### config.mk
export PLATFORM = sky130hd
export DESIGN_NAME = seq_divider8
export DESIGN_NICKNAME = d
export VERILOG_FILES = /design/src/rtl/seq_divider8.sv
export SDC_FILE = /design/constraint.sdc
export NUM_CORES = 1
export LEC_CHECK = 0
export ABC_AREA = 0
export CORE_ASPECT_RATIO = 0.7
export CORE_UTILIZATION = 57
export CTS_CLUSTER_DIAMETER = 80
export CTS_CLUSTER_SIZE = 40
export DETAILED_ROUTE_END_ITERATION = 10
export DONT_BUFFER_PORTS = 1
export PLACE_DENSITY = 0.75
export SLEW_MARGIN = 20
export SYNTH_ARGS = -nofsm -noshare
export SYNTH_HDL_FRONTEND = slang
export SYNTH_SLANG_ARGS = --single-unit
### constraint.sdc
create_clock -name clk -period 2.45 [get_ports clk]
set_input_delay 0.6125 -clock clk [delete_from_list [all_inputs] [get_ports clk]]
set_output_delay 0.6125 -clock clk [all_outputs]
set_load 0.005 [all_outputs]
### src/rtl/seq_divider8.sv
// Sequential restoring shift-subtract divider: one trial subtract per cycle, WIDTH iterations.
// Optional feature macro SIGNED_DIV_EN: two's-complement operands, truncating division.
module seq_divider8 #(
   parameter int unsigned WIDTH = 8
) (
   input  logic             clk,
   input  logic             rst,
   input  logic             start,
   input  logic [WIDTH-1:0] dividend,
   input  logic [WIDTH-1:0] divisor,
   output logic [WIDTH-1:0] quotient,
   output logic [WIDTH-1:0] remainder,
   output logic             busy,
   output logic             done,
   output logic             div_by_zero
);

   localparam int unsigned      CNT_W    = (WIDTH > 1) ? $clog2(WIDTH) : 1;
   localparam logic [CNT_W-1:0] LAST_CNT = CNT_W'(WIDTH - 1);

   typedef enum logic [1:0] {
      IDLE = 2'd0,
      ITER = 2'd1,
      DONE = 2'd2
   } state_t;

   state_t state, next_state;

   logic [WIDTH-1:0] rem_acc, rem_acc_nxt;
   logic [WIDTH-1:0] quo_acc, quo_acc_nxt;
   logic [WIDTH-1:0] dsr, dsr_nxt;
   logic [CNT_W-1:0] cnt, cnt_nxt;
   logic [WIDTH-1:0] quotient_nxt, remainder_nxt;
   logic             busy_nxt, done_nxt, div_by_zero_nxt;

   logic [WIDTH-1:0] dividend_mag, divisor_mag;
   logic [WIDTH-1:0] rem_step, quo_step;
   logic [WIDTH-1:0] rem_final, quo_final;
   logic [WIDTH:0]   trial;
   logic [WIDTH+1:0] diff;
   logic             borrow;
   logic             divisor_zero;

   assign divisor_zero = (divisor == '0);

`ifdef SIGNED_DIV_EN
   logic neg_quo, neg_quo_nxt;
   logic neg_rem, neg_rem_nxt;

   // Iterate on magnitudes; signs are reapplied on the final step.
   always_comb begin
      dividend_mag = dividend[WIDTH-1] ? (~dividend + WIDTH'(1)) : dividend;
      divisor_mag  = divisor[WIDTH-1]  ? (~divisor  + WIDTH'(1)) : divisor;
      quo_final    = neg_quo ? (~quo_step + WIDTH'(1)) : quo_step;
      rem_final    = neg_rem ? (~rem_step + WIDTH'(1)) : rem_step;
   end
`else
   always_comb begin
      dividend_mag = dividend;
      divisor_mag  = divisor;
      quo_final    = quo_step;
      rem_final    = rem_step;
   end
`endif

   // One restoring step: trial subtract of the divisor from the shifted partial remainder.
   always_comb begin
      trial    = {rem_acc, quo_acc[WIDTH-1]};
      diff     = {1'b0, trial} - {2'b00, dsr};
      borrow   = diff[WIDTH+1];
      rem_step = borrow ? trial[WIDTH-1:0] : WIDTH'(diff);
      quo_step = {quo_acc[WIDTH-2:0], ~borrow};
   end

   // State register.
   always_ff @(posedge clk or posedge rst) begin
      if (rst) begin
         state <= IDLE;
      end else begin
         state <= next_state;
      end
   end

   // Next-state logic; a zero divisor skips iteration entirely.
   always_comb begin
      next_state = state;
      case (state)
         IDLE:    if (start) next_state = divisor_zero ? DONE : ITER;
         ITER:    if (cnt == LAST_CNT) next_state = DONE;
         DONE:    next_state = IDLE;
         default: next_state = IDLE;
      endcase
   end

   // Output and datapath next values.
   always_comb begin
      rem_acc_nxt     = rem_acc;
      quo_acc_nxt     = quo_acc;
      dsr_nxt         = dsr;
      cnt_nxt         = cnt;
      quotient_nxt    = quotient;
      remainder_nxt   = remainder;
      div_by_zero_nxt = div_by_zero;
`ifdef SIGNED_DIV_EN
      neg_quo_nxt     = neg_quo;
      neg_rem_nxt     = neg_rem;
`endif
      busy_nxt        = (next_state == ITER);
      done_nxt        = (next_state == DONE);
      case (state)
         IDLE: begin
            if (start) begin
               dsr_nxt         = divisor_mag;
               quo_acc_nxt     = dividend_mag;
               rem_acc_nxt     = '0;
               cnt_nxt         = '0;
               div_by_zero_nxt = 1'b0;
`ifdef SIGNED_DIV_EN
               neg_quo_nxt     = dividend[WIDTH-1] ^ divisor[WIDTH-1];
               neg_rem_nxt     = dividend[WIDTH-1];
`endif
               if (divisor_zero) begin
                  quotient_nxt    = '1;
                  remainder_nxt   = dividend;
                  div_by_zero_nxt = 1'b1;
               end
            end
         end
         ITER: begin
            rem_acc_nxt = rem_step;
            quo_acc_nxt = quo_step;
            cnt_nxt     = cnt + CNT_W'(1);
            if (cnt == LAST_CNT) begin
               quotient_nxt  = quo_final;
               remainder_nxt = rem_final;
            end
         end
         default: ;
      endcase
   end

   // Datapath and output registers.
   always_ff @(posedge clk or posedge rst) begin
      if (rst) begin
         rem_acc     <= '0;
         quo_acc     <= '0;
         dsr         <= '0;
         cnt         <= '0;
         quotient    <= '0;
         remainder   <= '0;
         busy        <= 1'b0;
         done        <= 1'b0;
         div_by_zero <= 1'b0;
`ifdef SIGNED_DIV_EN
         neg_quo     <= 1'b0;
         neg_rem     <= 1'b0;
`endif
      end else begin
         rem_acc     <= rem_acc_nxt;
         quo_acc     <= quo_acc_nxt;
         dsr         <= dsr_nxt;
         cnt         <= cnt_nxt;
         quotient    <= quotient_nxt;
         remainder   <= remainder_nxt;
         busy        <= busy_nxt;
         done        <= done_nxt;
         div_by_zero <= div_by_zero_nxt;
`ifdef SIGNED_DIV_EN
         neg_quo     <= neg_quo_nxt;
         neg_rem     <= neg_rem_nxt;
`endif
      end
   end

endmodule

Word level (Yosys, flattened, before mapping)
Index checks and enable logic that the tools add are counted.
{"block": "totals", "register_bits": 48, "in_bits": 19, "out_inout_bits": 19, "wordCells": 46}
{"block": "op_classes", "n_addsub": 2, "eq_ne": 7, "mux": 20, "bitwise_logic": 1, "n_reduce_logical": 6}
{"op": "$mux W8", "count": 9}
{"op": "$pmux W8 S2", "count": 4}
{"op": "$sub A9 B8 Y10", "count": 1}
{"op": "$logic_not A8 Y1", "count": 1}
{"op": "$mux W2", "count": 3}
{"op": "$ne A2 B2 Y1 const B", "count": 3}
{"op": "$pmux W3 S2", "count": 1}
{"op": "$eq A2 B1 Y1 const B", "count": 2}
{"op": "$pmux W2 S2", "count": 1}
{"op": "$reduce_and A2 Y1", "count": 2}
{"op": "$reduce_and A4 Y1", "count": 1}
{"op": "$add A3 B1 Y3 const B", "count": 1}
{"op": "$eq A3 B3 Y1 const B", "count": 1}
{"op": "$mux W3", "count": 1}
{"op": "$eq A2 B2 Y1 const B", "count": 1}
{"op": "$logic_not A2 Y1", "count": 1}
{"op": "$reduce_bool A2 Y1", "count": 1}
{"op": "$mux W1", "count": 1}
{"op": "$not A1 Y1", "count": 1}

Longest topological paths before layout
{"block": "depth", "depth_word": 5, "mapped_depth": 9, "ltp_nobuf": 8}

Worst setup path before layout
Ideal clock, no wire load.
{"block": "synth_timing", "path_type": "register -> register", "startpoint": "register rem_acc[2]", "endpoint": "register remainder[1]", "setup_ns": 0.094, "t_arrival_ns": 1.916, "slack_ns": 0.440, "stages_incl_launch_ff": 7, "n_path_buf": 0, "cell_sequence": "dfrtp_1 ha_1 nand4_2 a2111oi_4 nor2_2 mux2_4 a221oi_2"}
{"block": "synth_via", "elab_chain_cells": 4}
{"item": "from (decl)", "line": "29", "rtl": "logic [WIDTH-1:0] rem_acc, rem_acc_nxt;"}
{"item": "from (signal assigned)", "line": "159", "rtl": "rem_acc <= rem_acc_nxt;"}
{"item": "$sub A9 B8 Y10", "line": "69", "rtl": "diff = {1'b0, trial} - {2'b00, dsr};"}
{"item": "$mux W8", "line": "71", "rtl": "rem_step = borrow ? trial[WIDTH-1:0] : WIDTH'(diff);"}
{"item": "$mux W8", "line": "133", "rtl": "if (cnt == LAST_CNT) begin"}
{"item": "$pmux W8 S2", "line": "110", "rtl": "case (state)"}
{"item": "to (signal assigned)", "line": "164", "rtl": "remainder <= remainder_nxt;"}
{"item": "to (decl)", "line": "12", "rtl": "output logic [WIDTH-1:0] remainder,"}
No other way between the ends. The select of a mux whose other input is x is not followed.
A chain may end at the register's enable or synchronous reset.

Worst setup path after layout
{"block": "layout_timing", "startpoint": "register rem_acc[1]", "endpoint": "register remainder[6]"}
The elaborated chain is that of the path after synthesis.

==> results.md <==
Run status:
- The flow ran to the end, and the final reports show no timing, DRC or antenna violations.

Floorplan:
- The row count is 19.
- 38 I/O pins were placed.
- Measured along the y axis, the die boundary spans 57.4 um.
- For this configuration, the core starts out at a cell density of 61.5%.
- The width of the die is 81.2 um.
- The area enclosed by the die boundary is 0.00466 sq mm.
- The area of the core region is 0.00407 sq mm.

Detailed routing:
- Detailed routing inserted a total of 1868 vias.
- The DRC violation total after the first TritonRoute iteration is 119.
- For this run, design rule violations remaining after detail routing come to 0.
- The wire length per cell after detailed routing is 17.4 um.
- The number of nets still failing antenna checks after routing is 0.
- Before antenna repair, the detailed router went through 4 iterations.
- After detailed routing, the number of vias per cell comes to 5.89.
- The aggregate routed wire length is 5520 um.

Yosys:
- The count of distinct cell types in the synthesized netlist is 52.
- Among all flip-flop cells after synthesis, the most frequent one is sky130_fd_sc_hd__dfrtp_1.
- The count of mapped cells out of synthesis is 259.
- The share of synthesized area in the top cell type comes to 48.0%.
- Sequential cells were found to cover 48.0% of the synthesized design area.
- The mean instance size in the synthesized netlist is 9.65 sq um.
- For this run, the number of Yosys warnings is 0.
- The largest area contributor in the netlist is sky130_fd_sc_hd__dfrtp_1.
- By instance count, the leading cell after synthesis is sky130_fd_sc_hd__dfrtp_1.
- The total nets after synthesis is 289.
- The netlist area before placement is 0.00250 sq mm.
- In this run, synthesis produced a sequential element count of 48.
- In the synthesized netlist, the cells that appear most often are sky130_fd_sc_hd__dfrtp_1, sky130_fd_sc_hd__nor2_1, sky130_fd_sc_hd__o21ai_0.
- After synthesis, the cell types taking the most area are sky130_fd_sc_hd__dfrtp_1, sky130_fd_sc_hd__o21ai_0, sky130_fd_sc_hd__nor2_1.
- The synthesized design contains 0 enable-type register cells.
- The share of flip-flops with an asynchronous set or reset is 100%.

Timing:
- Setup repair after global routing left no endpoint under its margin.
- The setup-violating endpoint count in the final report is 0.
- The minimum clock period after layout is 2.24 ns.
- The worst setup margin is 0.212 ns.
- For the final database, setup skew stands at 0.00825 ns.
- For the pin with the worst max-slew slack, the measured transition is 0.540 ns.
- Measured against its own limit, the worst slew margin works out to 63.7%.
- The final cycle utilization of the critical path is 91.4%.
- The maximum clock rate is 0.447 GHz.
- For the final routed database, the setup TNS stands at 0 ns.
- The number of max-slew violations in the final report is 0.
- The hold violation total from the final report is 0.
- The tightest hold path in the finished design has a slack of 0.180 ns.

Final layout:
- Cells with a size suffix above 1 make up 11.3% of the layout.
- The area growth from synthesis to layout is 7.36%.
- The final layout net count is 294.
- The final standard cell area without fillers is 0.00268 sq mm.
- The repair_antennas step left the layout with diodes totalling 0.

Global route:
- The number of antenna violations at the first check in global routing was 0.
- The aggregate global routing overflow is 0.
- The first global-routing pass estimated 9250 um of wire.
- The pin count of the biggest net entering global routing is 29.
- Global routing used 27.2% of the available tracks across all layers.
- The via count of the first global-routing pass is 1827.

Clock network:
- The clock transition at the registers of the reported paths is 0.09 ns.
- In this run the post-CTS setup repair buffer count came out at 0.
- The H-tree was split into 2 levels.
- In this run the deepest clock path goes through 2 buffers.
- The cell chosen for the clock root is sky130_fd_sc_hd__clkbuf_8.
- Counting the buffers created by CTS gives 5.
- The clock tree from TritonCTS is yes.
- For this design, the CTS-stage hold fixing added 0 buffers.
- After clock tree synthesis, the repair step resized 0 gates.
- The insertion delay of the later-clocked pin in the worst-skew pair is 0.31 ns.
- The number of clock sinks is 48.

Worst setup path:
- STA classifies the critical path startpoint as a flip-flop.
- For this design, the slowest cell found on the critical path is sky130_fd_sc_hd__dfrtp_1.
- By startpoint and endpoint, the worst setup path is classified as reg -> reg.
- Along the worst path, the maximum fanout reaches 10.
- At the worst endpoint, the required time is 2.69 ns.
- For the worst setup path, the data arrival time is 2.48 ns.
- The delay of the slowest cell on the worst path is 0.41 ns.
- The critical path endpoint category is a flip-flop.
- The critical path goes through ha_1, nand3b_1, a2111oi_4, nor2_2, buf_4, a221o_1, a21oi_1.

Placed design:
- The area after detailed placement is 0.00259 sq mm.
- Once detailed placement completed, the half-perimeter wirelength came to 4090 um.
- The post-placement setup slack is 0.241 ns.
- At the end of routability-driven placement, the weighted congestion stood at 0.981.
- The number of port buffers is 0.

Power:
- The post-route total power is 4.15 mW.
- In this run the static leakage power is 1.19 nW.
- For this design the ratio of total power to cell area is 1540 mW/mm^2.
- The highest ir drop seen on vdd is 0.834 mV.

Hold path:
- In this run the worst hold path is classified as in -> async.

Flow run:
- The number of maximum-capacitance constraint violations is 0.
[kinds of logic after synthesis]
kind of cell / share of synthesized area (%)
AND/OR/NAND/NOR: 18.7
AO/OA/AOI/OAI: 16.4
flip-flops: 48.0
buffers and inverters: 4.90
multiplexers: 5.46
adder cells (fa/ha/maj): 5.81
XOR/XNOR: 0.701
[metrics by stage]
| stage | util, % | cells |
|---|---|---|
| after global routing | 66.0 | 317 |
| final | 66.0 | 317 |
| after global placement | 63.6 | 309 |
| after floorplan | - | 259 |
| after detailed placement | 63.6 | 309 |
| after CTS | 66.0 | 317 |
[routing by layer]
layer	GRT usage, %	routed length (um)	vias to the layer above
met3	9.12	417	7
met4	6.89	55	0
li1	-	-	910
met2	38.2	2370	54
met5	0	0	-
met1	40.2	2690	897
[cell usage in the layout, fill, tap and decap left out, types with 2 or more instances in the layout]
master                       count
sky130_fd_sc_hd__a21oi_1         5
sky130_fd_sc_hd__a221oi_1        4
sky130_fd_sc_hd__a22o_1          2
sky130_fd_sc_hd__a31oi_1         4
sky130_fd_sc_hd__and2_1          2
sky130_fd_sc_hd__buf_4           9
sky130_fd_sc_hd__clkbuf_8        6
sky130_fd_sc_hd__clkinvlp_4      2
sky130_fd_sc_hd__dfrtp_1        48
sky130_fd_sc_hd__ha_1           10
sky130_fd_sc_hd__inv_1          13
sky130_fd_sc_hd__inv_2           2
sky130_fd_sc_hd__mux2i_1        11
sky130_fd_sc_hd__nand2_1        26
sky130_fd_sc_hd__nand2b_1        3
sky130_fd_sc_hd__nand3_1         7
sky130_fd_sc_hd__nor2_1         35
sky130_fd_sc_hd__nor2b_1         4
sky130_fd_sc_hd__nor3_1         10
sky130_fd_sc_hd__nor4_1          2
sky130_fd_sc_hd__o21ai_0        28
sky130_fd_sc_hd__o2bb2ai_1       2
sky130_fd_sc_hd__or3_1           2
[sequential cells by signal (all words and copies together) (netlist names)]
signal / cells
done: 1
rem_acc: 8
quo_acc: 8
quotient: 8
busy: 1
state: 2
cnt: 3
dsr: 8
div_by_zero: 1
remainder: 8
[worst max-delay path, delay by kind of cell (launching register included)]
| kind | cells | cell delay, ns |
|---|---|---|
| compound gates | 3 | 0.80 |
| flops | 1 | 0.41 |
| simple gates | 2 | 0.37 |
| fa+ha+maj | 1 | 0.39 |
| buf+inv | 1 | 0.19 |
[final timing paths]
check | start | to | slack, ns | cells past startpoint
setup / recovery | rem_acc[1] | remainder[6] | 0.21 | 7
hold / removal | rst | quotient[7] | 0.18 | 1
setup reg to reg | rem_acc[1] | remainder[6] | 0.21 | 7
hold reg to reg | quo_acc[5] | quo_acc[5] | 0.51 | 2
max in group asynchronous | rst | dsr[1] | 1.77 | 2
min in group clk | divisor[6] | dsr[6] | 0.43 | 2
[power by group]
part	internal (mW)	leakage [nW]	switching (mW)	total (mW)
clock	0.229	0.0434	0.275	0.503
sequential	1.17	0.565	0.277	1.44
combinational	0.934	0.578	1.26	2.20
total	2.33	1.19	1.81	4.15
[area by class of cell]
type | instances | area (sq um)
fillers | 336 | 1380
flip-flops and latches | 48 | 1200
multi-input cells | 184 | 1180
repair buffers | 10 | 87.6
clock buffers | 6 | 82.6
well taps | 52 | 65.1
inverters | 15 | 56.3
clock inverters | 2 | 15.0
No activity file was read; power rests on OpenSTA's default activity.
